==> config.mk <==
export PLATFORM = sky130hd
export DESIGN_NAME = note_spawn_scheduler
export DESIGN_NICKNAME = d
export VERILOG_FILES = /design/src/rtl/note_spawn_scheduler.sv
export SDC_FILE = /design/constraint.sdc
export NUM_CORES = 1
export LEC_CHECK = 0
export BUFFER_PORTS_ARGS = -buffer_cell sky130_fd_sc_hd__buf_2
export CORE_AREA = 2 2 82 84
export DETAILED_ROUTE_END_ITERATION = 8
export DIE_AREA = 0 0 84 86
export PLACE_DENSITY_LB_ADDON = 0.08
export SETUP_SLACK_MARGIN = 0.5
export SYNTH_ARGS = -nofsm -noshare
export SYNTH_HDL_FRONTEND = slang
export SYNTH_SLANG_ARGS = --single-unit
==> constraint.sdc <==
create_clock -name clk -period 3.4 [get_ports clk]
set_input_delay 0.17 -clock clk [delete_from_list [all_inputs] [get_ports clk]]
set_output_delay 0.17 -clock clk [all_outputs]
set_load 0.005 [all_outputs]
==> src/rtl/note_spawn_scheduler.sv <==
// note_spawn_scheduler
//
// Walks the note-chart ROM in order. For each note it issues one spawn event
// LEAD_FRAMES frames before the note's hit time. It sits directly after the
// song frame timer.
//
// Ports:
//   clk             system clock, all logic on posedge
//   reset           synchronous, active-low reset
//   start_sign      song start: restarts the chart walk from index 0
//   new_frame       frame strobe (level); a rising edge marks a new frame
//   un_time[15:0]   current song frame count from the timer
//   stop_sign       song finished: ends the walk from any busy state
//   rom_addr        chart ROM read address (1-cycle read latency)
//   rom_data[19:0]  chart word: [19:4] hit_time, [3:2] lane, [1:0] type;
//                   a hit_time of 16'hFFFF marks the end of the chart
//   spawn_valid     spawn event valid (valid/ready handshake)
//   spawn_ready     downstream accepts the event
//   spawn_hit_time  hit frame of the spawned note
//   spawn_lane      lane of the spawned note
//   spawn_type      type of the spawned note
//   notes_spawned   number of accepted spawns since start
//   chart_done      high in DONE
//   busy            high in any state except IDLE and DONE
module note_spawn_scheduler #(
   parameter int LEAD_FRAMES = 120,
   parameter int ADDR_W      = 10,
   parameter int MAX_NOTES   = 1023
) (
   input  logic              clk,
   input  logic              reset,
   input  logic              start_sign,
   input  logic              new_frame,
   input  logic [15:0]       un_time,
   input  logic              stop_sign,
   output logic [ADDR_W-1:0] rom_addr,
   input  logic [19:0]       rom_data,
   output logic              spawn_valid,
   input  logic              spawn_ready,
   output logic [15:0]       spawn_hit_time,
   output logic [1:0]        spawn_lane,
   output logic [1:0]        spawn_type,
   output logic [ADDR_W:0]   notes_spawned,
   output logic              chart_done,
   output logic              busy
);

   typedef enum logic [2:0] {
      S_IDLE,
      S_FETCH,
      S_WAIT,
      S_LOAD,
      S_CHECK,
      S_ARMED,
      S_EMIT,
      S_DONE
   } state_t;

   localparam logic [16:0]   LEAD17  = 17'(LEAD_FRAMES);
   localparam logic [ADDR_W:0] MAX_IDX = (ADDR_W + 1)'(MAX_NOTES);

   state_t              state_reg, state_next;
   logic                new_frame_q_reg;
   logic [15:0]         ft_reg;
   logic                have_frame_reg;
   logic [ADDR_W-1:0]   idx_reg;
   logic [ADDR_W:0]     notes_reg;
   logic [15:0]         cur_hit_reg;
   logic [1:0]          cur_lane_reg;
   logic [1:0]          cur_type_reg;
   logic                spawn_valid_reg;
   logic                chart_done_reg;
   logic                busy_reg;

   logic fe;
   logic handshake;
   logic due;
   logic is_end;
   logic state_busy;
   logic restart;

   assign fe         = new_frame & ~new_frame_q_reg;
   // spawn_valid_reg is high only while in EMIT, so this is an EMIT handshake
   assign handshake  = spawn_valid_reg & spawn_ready;
   // 17-bit compare so ft + LEAD never wraps past 16'hFFFF
   assign due        = have_frame_reg &&
                       (({1'b0, ft_reg} + LEAD17) >= {1'b0, cur_hit_reg});
   assign is_end     = (rom_data[19:4] == 16'hFFFF) || ({1'b0, idx_reg} == MAX_IDX);
   assign state_busy = (state_reg != S_IDLE) && (state_reg != S_DONE);
   assign restart    = ((state_reg == S_IDLE) || (state_reg == S_DONE)) && start_sign;

   always_comb begin
      state_next = state_reg;
      case (state_reg)
         S_IDLE:  if (start_sign) state_next = S_FETCH;
         S_FETCH: state_next = S_WAIT;
         S_WAIT:  state_next = S_LOAD;
         S_LOAD:  state_next = is_end ? S_DONE : S_CHECK;
         S_CHECK: state_next = due ? S_EMIT : S_ARMED;
         S_ARMED: if (fe) state_next = S_CHECK;
         S_EMIT:  if (handshake) state_next = S_FETCH;
         S_DONE:  if (start_sign) state_next = S_FETCH;
         default: state_next = S_IDLE;
      endcase
      // stop_sign overrides every normal transition out of a busy state
      if (state_busy && stop_sign) state_next = S_DONE;
   end

   always_ff @(posedge clk) begin
      if (!reset) begin
         state_reg       <= S_IDLE;
         new_frame_q_reg <= 1'b0;
         ft_reg          <= '0;
         have_frame_reg  <= 1'b0;
         idx_reg         <= '0;
         notes_reg       <= '0;
         cur_hit_reg     <= '0;
         cur_lane_reg    <= '0;
         cur_type_reg    <= '0;
         spawn_valid_reg <= 1'b0;
         chart_done_reg  <= 1'b0;
         busy_reg        <= 1'b0;
      end else begin
         state_reg       <= state_next;
         new_frame_q_reg <= new_frame;

         // outputs decoded from the next state so they change with the state
         spawn_valid_reg <= (state_next == S_EMIT);
         chart_done_reg  <= (state_next == S_DONE);
         busy_reg        <= (state_next != S_IDLE) && (state_next != S_DONE);

         if (restart) begin
            idx_reg        <= '0;
            notes_reg      <= '0;
            ft_reg         <= '0;
            have_frame_reg <= 1'b0;
         end else begin
            // frame edges are not queued: only the latest frame is kept
            if ((state_reg != S_IDLE) && fe) begin
               ft_reg         <= un_time;
               have_frame_reg <= 1'b1;
            end
            // a handshake coinciding with stop_sign is still counted
            if (handshake) begin
               idx_reg   <= idx_reg + 1'b1;
               notes_reg <= notes_reg + 1'b1;
            end
         end

         if (state_reg == S_LOAD) begin
            cur_hit_reg  <= rom_data[19:4];
            cur_lane_reg <= rom_data[3:2];
            cur_type_reg <= rom_data[1:0];
         end
      end
   end

   // idx is 0 in IDLE, so the address reads 0 there
   assign rom_addr       = idx_reg;
   assign spawn_valid    = spawn_valid_reg;
   assign spawn_hit_time = cur_hit_reg;
   assign spawn_lane     = cur_lane_reg;
   assign spawn_type     = cur_type_reg;
   assign notes_spawned  = notes_reg;
   assign chart_done     = chart_done_reg;
   assign busy           = busy_reg;

endmodule

# Yosys cells after proc, flatten, opt, wreduce, memory -nomap -nowiden
# Index checks and enable logic that the tools add are counted.
# totals
regBits	65
out_inout_bits	44
# op_classes
addsub	3
n_lt_le_gt_ge	1
eq_ne	13
n_mux	7
n_bitwise	4
n_reduce_logical	13
# ops
op	count
$pmux W3 S7	1
$eq A3 B3 Y1 const B	6
$add A16 B7 Y17 const B	1
$ge A17 B16 Y1	1
$eq A16 B16 Y1 const B	1
$mux W3	4
$add A11 B1 Y11 const B	1
$add A10 B1 Y10 const B	1
$eq A10 B10 Y1 const B	1
$eq A3 B2 Y1 const B	2
$logic_and A1 B1 Y1	6
$ne A3 B3 Y1 const B	2
$reduce_bool A3 Y1	2
$mux W2	2
$reduce_or A2 Y1	2
$eq A3 B1 Y1 const B	1
$logic_not A3 Y1	1
$and A1 B1 Y1	2
$logic_or A1 B1 Y1	2
$not A1 Y1	2

# Longest topological paths before layout
# Gate-level depths: netlist of the first run.
# logic_depth
depth_word	8
ltp_mapped	14

# Worst setup path after synthesis of the first run
# No wires, ideal clock.
# synth_timing
path_type	flip-flop to flip-flop
start	reg ft_reg[3]
end	reg busy_reg, in the netlist busy
setup_time_ns	0.122
arrival_ns	2.733
required_ns	3.278
slack_ns	0.545
path_stages_with_launch	15
cell_sequence	dfxtp_1 inv_1 ha_1 nand2_1 and3_1 nand2_1 nor3_1 xor2_1 ha_1 nand3_1 nor4_4 a211oi_2 a31oi_1 nor2_1 a311o_1
# synth_via
elab_chain_len	8
# synth_lines
element	line_no	source
from (decl)	64	logic [15:0] ft_reg;
from (signal assigned)	140	ft_reg <= un_time;
$add A16 B7 Y17 (*)	87	(({1'b0, ft_reg} + LEAD17) >= {1'b0, cur_hit_reg});
$ge A17 B16 Y1 (*)	87	
$logic_and A1 B1 Y1 (*)	86	assign due = have_frame_reg &&
$mux W2 (*)	99	S_CHECK: state_next = due ? S_EMIT : S_ARMED;
$pmux W3 S7 (*)	94	case (state_reg)
$mux W3 (*)	106	if (state_busy && stop_sign) state_next = S_DONE;
$ne A3 B3 Y1 / $reduce_bool A3 Y1 (equally long branches)	130	busy_reg <= (state_next != S_IDLE) && (state_next != S_DONE);
$logic_and A1 B1 Y1 (*)	130	
to (signal assigned)	130	
to (decl)	73	logic busy_reg;
# Every way passes the cells marked *; elsewhere a longest branch is shown, timed or not.
# A chain may end at the register's enable or synchronous reset.

# Worst setup path after layout of the first run
# layout_timing
start	reg ft_reg[6]
end	reg busy_reg, in the netlist busy
# The elaborated chain is that of the path after synthesis.

==> results.toml, run 1 <==
[critical_path]
worst_setup_path_end_kind = "flop"
cp_top_family = "compound AO/OA/AOI/OAI gates"
crit_arrival_ps = 3120
crit_fanout = 4
crit_chain = "o41ai_4 > nor2_1 > and3_1 > xor2_1 > ha_1 > nand4_1 > nor4_4 > a211oi_2 > a31oi_2 > o2111a_1 > a311o_1"
start_kind = "flop"
cpPeakStageDelay_ps = 400
crit_type = "reg2reg"
slowest_stage = "o41ai_4"
critical_path_buf_inv_count = 0
crit_required_ps = 3620

[die]
ios = 86
start_util_pct = 51.5
die_x_um = 84
die_h_um = 86
die-area_um2 = 7220
rows = 29
core-area_um2 = 6280

[grt]
grt_antenna_before_repair = 0
grt_pass1_wl_um = 12300
grt_util_all_layers_pct = 21.2
overflow = 0
grt_max_degree = 39
grt_pass1_vias = 2732

[logic_synthesis]
postSynthNetCount = 474
ys_ff_latch = 65
yosysTopAreaCellShare_pct = 40.2
syn_area_um2 = 3240
ys_top_cells_by_area = "dfxtp_1 40%, nand2_1 11%, ha_1 7.3%"
synth-edff-count = 0
synthArstFlopShare_pct = 0
dominantRegCellSynth = "dfxtp_1"
postSynthCellCount = 413
yosys_warnings = 0
yosys.area.top_type = "dfxtp_1"
synth_commonest_cells = "97 x nand2_1, 65 x dfxtp_1, 46 x a21oi_1"
syn_avg_cell_area_um2 = 7.83
seq_area_frac_synth_pct = 40.2
synth_cell_type_count = 41
yosysMostFrequentCell = "nand2_1"

[timing]
fin_worst_skew_ps = 6.15
rsz0062_at_grt = "true"
fmax_mhz = 345
finalSetupTns_ps = 0
tightest_slew_ps = 1080
maxSlewHeadroom_pct = 27.7
min_period_ps = 2900
setup_viol = 0
post-route-period-util_pct = 85.2
finalHoldViolations = 0
slew_viol_final = 0

[status]
status = "complete, no violations"

[clock_tree]
clockBufferDepth = 2
htreeDepth = 3
cts_tree = "built"
root_buffer = "clkbuf_8"
insertion_delay_ps = 340
cts.clk_slew.worst_paths_ps = 70
cts_buffers = 9
cts_hold_buf = 0
cts_sinks = 65

[place]
dp_hpwl_um = 5500
gp_congestion = 0.827
io_buffers = 85
dpl_cell_area_um2 = 3690

[detailed_routing]
drtAntennaViolNets = 0
drt-initial-drc-count = 109
dr.pass1.iters = 4
drc = 0
wl_per_cell_um = 13.0
wirelength_um = 7490
vias = 3060
vias_per_cell = 5.30

[final_layout]
layout-drive-gt1-share_pct = 24.2
area_delta_synth_final_pct = 23.4
multi_input_area_um2 = 1830
fin_area_um2 = 3990
area.sequential_um2 = 1310
nets = 557
antenna_cells = 0
fillCellCount = 565

[job]
drv_cap = 0

[power_and_ir_drop]
p_leak_nw = 1.72
power_density_nw_per_um2 = 620
vdd_drop_max_uv = 475
power_mw = 2.47

[worst_hold_path]
worstHoldPathType = "in2reg"
layout by cell type (no fill, tap or decap), types with 3 or more instances in the layout:
cell type / count
nand2_1: 97
buf_2: 85
dfxtp_1: 62
a21oi_1: 46
nor2_1: 31
inv_1: 23
xor2_1: 20
ha_1: 18
nand4_1: 15
clkbuf_8: 10
nand3_1: 9
nor3_1: 8
xnor2_1: 7
o21ai_0: 7
nor2b_1: 5
buf_4: 5
and2_1: 4
and3_1: 3
nor3_2: 3
or3_1: 3
o21ai_1: 3
per-layer routing:
metal	up-vias	global-route usage, %	share of wire, %
met5	-	0	0
met4	0	9.82	2.2
met3	16	4.91	4.3
met2	73	34.3	47
met1	1412	26.9	46
li1	1559	-	-
cells by family (layout without fill, tap and decap cells):
group	count (synthesis)	count (layout)	synth area share, %
AOI/OAI and AO/OA	74	74	14.1
xor gates and xnor gates	27	27	7.31
adders and majority gates	19	19	7.35
buffers and inverters	41	128	4.83
DFF	65	65	40.2
muxes	1	1	0.348
and+or+nand+nor	186	186	25.8
timing repair:
item,CTS,global route
setup endpoints to repair,5,3
resized for setup,13,2
buffers inserted,4,0
pin swaps,13,3
cell type report:
type / count / area share [%]
multi-input combinational: 307 / 45.7
clock buffer: 12 / 3.64
inverter: 23 / 2.16
timing repair buffer: 90 / 11.6
tap: 77 / 2.41
sequential: 65 / 32.8
clock inverter: 3 / 1.63
metrics by stage:
stage	worst slack (ps)	instances	utilization, %	hold slack, ps
after detailed placement	204	558	58.9	389
after CTS	500	577	63.4	26.6
after global routing	335	577	63.6	30.8
after global placement	324	558	58.9	387
final	505	577	63.6	40.2
after floorplan	545	413	-	292
path summary, 6_finish.rpt:
kind / start / end / slack, ps / depth (start not counted)
max: ft_reg[6] / busy / 500 / 11
max reg2reg: ft_reg[6] / busy / 500 / 11
min reg2reg: spawn_lane[1] / spawn_lane[1] / 460 / 2
min: new_frame / new_frame_q_reg / 40 / 2
power breakdown:
part           internal [mW]  switching (mW)
Clock                  0.428           0.284
Sequential             0.854           0.105
Combinational          0.328           0.474
No activity file was read; power rests on OpenSTA's default activity.
==> inputs of run 2 (changes only) <==
--- a/config.mk
+++ b/config.mk
@@ -5,6 +5,7 @@
 export SDC_FILE = /design/constraint.sdc
 export NUM_CORES = 1
 export LEC_CHECK = 0
+export ABC_AREA = 1
 export BUFFER_PORTS_ARGS = -buffer_cell sky130_fd_sc_hd__buf_2
 export CORE_AREA = 2 2 82 84
 export DETAILED_ROUTE_END_ITERATION = 8
==> run 2 against run 1 <==
Against the previous run:
- design area is 0.41% higher
- wire length grew 1.3%
- global-route usage grew 0.21 points
- synthesized cell count rose by 8.2%
- sequential power increased by 2.6%
- flip-flop and latch count stayed put
- critical path depth up 12
- clock skew rose by 3.3 ps
- non-clock buffer count is the same
- synthesized area up 1.2%
==> results.toml, run 2 <==
[status]
status = "complete, no violations"

[grt]
grt_util_all_layers_pct = 21.4
grt_max_degree = 37
grt_antenna_before_repair = 0
overflow = 0
grt_pass1_wl_um = 12400
grt_pass1_vias = 2916

[critical_path]
start_kind = "flop"
crit_chain = "inv_1 > ha_2 > nand2_4 > nand2_1 > nor2_2 > nand3_2 > nor2_2 > nand2_1 > xnor2_1 > ha_1 > inv_1 > nor2_2 > nand2_1 > nor2_1 > a21oi_1 > nand3_2 > nand2_1 > nand2_2 > nand3_2 > nand2_2 > nand3_1 > nand2_1 > inv_1"
crit_fanout = 3
crit_type = "reg2reg"
crit_arrival_ps = 2960
worst_path_most_repeated_cell = "nand2_1"
slowest_stage = "dfxtp_2"
cpPeakStageDelay_ps = 350
crit_required_ps = 3650
worst_setup_path_end_kind = "flop"

[logic_synthesis]
synth_cell_type_count = 35
synthArstFlopShare_pct = 0
yosys.area.top_type = "dfxtp_1"
syn_avg_cell_area_um2 = 7.32
yosysTopAreaCellShare_pct = 39.8
postSynthCellCount = 447
synth_commonest_cells = "76 x nand2_1, 65 x dfxtp_1, 59 x inv_1"
dominantRegCellSynth = "dfxtp_1"
ys_ff_latch = 65
yosysMostFrequentCell = "nand2_1"
syn_area_um2 = 3270
synth-edff-count = 0
postSynthNetCount = 508
yosys_warnings = 0
seq_area_frac_synth_pct = 39.8
ys_top_cells_by_area = "dfxtp_1 40%, nand2_1 8.7%, a21oi_1 7.8%"

[timing]
finalSetupTns_ps = 0
fin_worst_skew_ps = 9.41
setup_viol = 0
worst_slack_ps = 685
tightest_slew_ps = 506
min_period_ps = 2710
rsz0062_at_grt = "false"
slew_viol_final = 0
fmax_mhz = 368
maxSlewHeadroom_pct = 66.2
finalHoldViolations = 0
post-route-period-util_pct = 79.8

[clock_tree]
cts_buffers = 9
insertion_delay_ps = 340
root_buffer = "clkbuf_8"
cts_tree = "built"
cts_sinks = 65
htreeDepth = 3
clockBufferDepth = 2
cts.clk_slew.worst_paths_ps = 80

[final_layout]
nets = 596
area_delta_synth_final_pct = 22.4
layout_common_cells = "85 x buf_2, 73 x nand2_1, 63 x dfxtp_1, 59 x inv_1, 51 x a21oi_1"
multi_input_area_um2 = 1700
final_common_cell = "buf_2"
antenna_cells = 0
fin_cells = 617
fin_area_um2 = 4010
fillCellCount = 601
area.sequential_um2 = 1300
layout-drive-gt1-share_pct = 26.1

[die]
rows = 29
die_h_um = 86
die-area_um2 = 7220
start_util_pct = 52.1
ios = 86
die_x_um = 84
core-area_um2 = 6280

[power_and_ir_drop]
power_density_nw_per_um2 = 683
power_mw = 2.74
vdd_drop_max_uv = 446
p_leak_nw = 1.80

[detailed_routing]
vias_per_cell = 5.15
wirelength_um = 7590
wl_per_cell_um = 12.3
dr.pass1.iters = 6
drtAntennaViolNets = 0
vias = 3175
drt-initial-drc-count = 147
drc = 0

[place]
gp_congestion = 0.815
io_buffers = 85
dpl_cell_area_um2 = 3760
dp_hpwl_um = 5640
pre_cts_ws_ps = 561
dp.cells = 599

[job]
drv_cap = 0

[worst_hold_path]
worstHoldPathType = "in2reg"
## run 2: kinds of logic (layout without fill, tap and decap cells)
logic type | Yosys count | after routing | share of synthesized area (%)
AOI/OAI and AO/OA | 93 | 93 | 15.5
DFF | 65 | 65 | 39.8
xor gates and xnor gates | 12 | 12 | 3.21
buffers and inverters | 79 | 172 | 9.44
adders and majority gates | 19 | 19 | 7.26
and+or+nand+nor | 179 | 179 | 24.8
## run 2: metal layers
| layer | global-route usage, % | routed length, µm |
|---|---|---|
| met1 | 25.6 | 3410 |
| met2 | 35.3 | 3490 |
| met3 | 6.64 | 526 |
| met4 | 9.82 | 162 |
| met5 | 0 | 0 |
## run 2: worst max-delay path, delay by kind of cell, from the launching register on
kind,cells,cell delay (ps)
buffers and inverters,3,150
adder cells (fa/ha/maj),2,480
flip-flops,1,350
AO/OA/AOI/OAI,1,80
AND/OR/NAND/NOR,16,1440
XOR/XNOR,1,140
## run 2: area by class of cell
class / count / share of cell area (%)
well taps: 77 / 2.40
inverters: 66 / 6.18
clock inverters: 5 / 1.37
clock buffers: 11 / 3.53
multi-input cells: 303 / 42.4
repair buffers: 90 / 11.6
flip-flops and latches: 65 / 32.5
## run 2: final timing paths
path | startpoint | endpoint | slack, ps | cells past startpoint
min | new_frame | new_frame_q_reg | 30 | 3
max reg2reg | ft_reg[3] | busy | 690 | 23
min reg2reg | ft_reg[13] | ft_reg[13] | 470 | 2
max | ft_reg[3] | busy | 690 | 23
## run 2: through the flow
step / hold slack, ps / util [%]
global route: 31.4 / 63.8
floorplan: 263 / -
global placement: 370 / 59.8
CTS: 8.25 / 63.0
finish: 31.2 / 63.8
detailed placement: 378 / 59.8
## run 2: repair_timing
action,4_1_cts,5_1_grt
endpoints found under the setup margin,0,5
hold buffers,0,0
setup buffers,0,2
gates resized for setup,0,13
## run 2: power breakdown
part	switching, mW	total, mW	internal (mW)
combinational	0.682	1.09	0.404
clock	0.308	0.664	0.356
sequential	0.0972	0.985	0.888
total	1.09	2.74	1.65
==> inputs of run 3 (changes only) <==
==> constraint.sdc (replaced) <==
create_clock -name clk -period 2.8 [get_ports clk]
set_input_delay 0.14 -clock clk [delete_from_list [all_inputs] [get_ports clk]]
set_output_delay 0.14 -clock clk [all_outputs]
set_load 0.005 [all_outputs]
==> run 3 against run 2 <==
Against the previous run:
- worst setup slack worse by 420 ps
- clock-buffer cell count is 1 higher
- flip-flop and latch count is the same
- die area unchanged
- critical endpoint unchanged
==> results.toml, run 3 (synthesized netlist as in run 2, its figures left out) <==
[status]
status = "complete, no violations"

[place]
dp_hpwl_um = 5700
gp_congestion = 0.837
io_buffers = 85
pre_cts_ws_ps = 150

[detailed_routing]
dr.pass1.iters = 4
drtAntennaViolNets = 0
wl_per_cell_um = 12.3
vias_per_cell = 5.06
wirelength_um = 7690
vias = 3160
drc = 0
drt-initial-drc-count = 98

[critical_path]
cp_top_family = "simple AND/OR/NAND/NOR gates"
reg2reg_to = "busy"
cp_num_cells = 22
crit_path_end = "busy"
slowest_stage = "dfxtp_4"
reg2reg_depth = 22
crit_chain = "inv_4 > ha_4 > nand2_4 > nand2_4 > nor2_4 > nand3_2 > buf_4 > xor2_1 > ha_1 > nand2_2 > nor2_4 > nand2_1 > nor2_1 > a21oi_1 > nand3_2 > nand2_2 > nand2_2 > nand3_2 > nand2_1 > nand3_1 > nand2_1 > inv_1"
start_kind = "flop"
cpPeakStageDelay_ps = 380
worst_setup_path_end_kind = "flop"
crit_type = "reg2reg"
crit_fanout = 3
rr_startpoint = "ft_reg[3]"
crit_arrival_ps = 2790
crit_required_ps = 3050
critical_path_buf_inv_count = 3
rrSetupSlack_ps = 260
crit_start = "ft_reg[3]"

[timing]
finalHoldViolations = 0
fin_worst_skew_ps = 7.70
post-route-period-util_pct = 90.6
finalSetupTns_ps = 0
whs_ps = 13.0
worst_slack_ps = 263
rsz0062_at_grt = "true"
setup_viol = 0
slew_viol_final = 0
min_period_ps = 2540
maxSlewHeadroom_pct = 59.8
fmax_mhz = 394
tightest_slew_ps = 603

[worst_hold_path]
worstHoldStart = "rom_data[2]"
worstHoldPathType = "in2reg"

[clock_tree]
clockBufferDepth = 2
root_buffer = "clkbuf_8"
insertion_delay_ps = 340
cts_buffers = 9
htreeDepth = 3
cts_tree = "built"
cts_sinks = 65
cts.clk_slew.worst_paths_ps = 70

[die]
ios = 86
start_util_pct = 52.1
core-area_um2 = 6280
die_h_um = 86
rows = 29
die-area_um2 = 7220
die_x_um = 84

[grt]
grt_max_degree = 37
overflow = 0
grt_antenna_before_repair = 0
grt_pass1_wl_um = 12900
grt_util_all_layers_pct = 21.9
grt_pass1_vias = 2917

[final_layout]
finalCoreUtilization_pct = 66.1
nets = 603
area_delta_synth_final_pct = 26.8
layout-drive-gt1-share_pct = 30.3
layout_common_cells = "85 x buf_2, 66 x nand2_1, 61 x dfxtp_1, 54 x inv_1, 51 x a21oi_1"
fillCellCount = 579
antenna_cells = 0
final_common_cell = "buf_2"

[power_and_ir_drop]
power_density_nw_per_um2 = 818
vdd_drop_max_uv = 428
p_leak_nw = 1.86

[job]
drv_cap = 0
==> run 3: changes by cell type in the layout (fill, tap and decap cells not counted), sizes merged <==
cell,before,now
buf,90,96
clkinvlp,2,3
bufinv,1,0
clkbuf,11,12
dlygate4sd3,0,1
clkinv,2,1
==> run 3: power breakdown <==
part | switching, mW | internal [mW] | total (mW)
registers | 0.130 | 1.08 | 1.21
logic | 0.877 | 0.570 | 1.45
clock network | 0.371 | 0.368 | 0.739
total | 1.38 | 2.02 | 3.40
==> run 3: worst min-delay path by stage <==
stage                                    to  slack (ps)  cells after the start
after floorplan             new_frame_q_reg         230                      2
after global placement      new_frame_q_reg         340                      3
after detailed placement    new_frame_q_reg         350                      3
after CTS                     spawn_lane[0]           6                      3
after global routing      spawn_hit_time[0]          40                      3
final                         spawn_lane[0]          10                      3
==> run 3: layout make-up <==
class,instances,area [µm²],share of cell area (%)
Clock buffer,12,155,3.74
Clock inverter,4,27.5,0.663
Inverter,66,250,6.03
Multi-Input combinational cell,303,1780,42.9
Sequential cell,65,1310,31.6
Tap cell,77,96.3,2.32
Timing Repair Buffer,97,526,12.7
==> run 3: metal layers <==
layer	global-route usage, %	part of all wire [%]	routed length (µm)
met5	0	0	0
met4	9.97	2.3	179
met3	5.49	5.5	426
met2	35.6	46	3510
met1	27.6	46	3570
==> run 3: repair_timing <==
action / in CTS / in global routing
buffers inserted: 7 / 2
resized for setup: 10 / 26
endpoints found under the hold margin: 1 / 0
endpoints found under the setup margin: 5 / 5
hold buffers: 1 / 0
gates cloned: 0 / 0
pin swaps: 12 / 20
==> run 3: stage by stage <==
| stage | total power [mW] | area [µm²] | cells |
|---|---|---|---|
| after detailed placement | 2.49 | 3770 | 598 |
| after CTS | 3.31 | 4040 | 622 |
| after global placement | 2.45 | 3770 | 598 |
| after floorplan | 2.16 | 3300 | 447 |
| final | 3.40 | 4150 | 624 |
| after global routing | 3.66 | 4150 | 624 |
==> run 3: worst reg2reg max path, delay by kind of cell, from the launching register on <==
| family | cells | cell delay (ps) |
|---|---|---|
| AO/OA/AOI/OAI | 1 | 80 |
| XOR/XNOR | 1 | 130 |
| adder cells (fa/ha/maj) | 2 | 450 |
| buffers and inverters | 3 | 220 |
| flip-flops | 1 | 380 |
| AND/OR/NAND/NOR | 15 | 1190 |
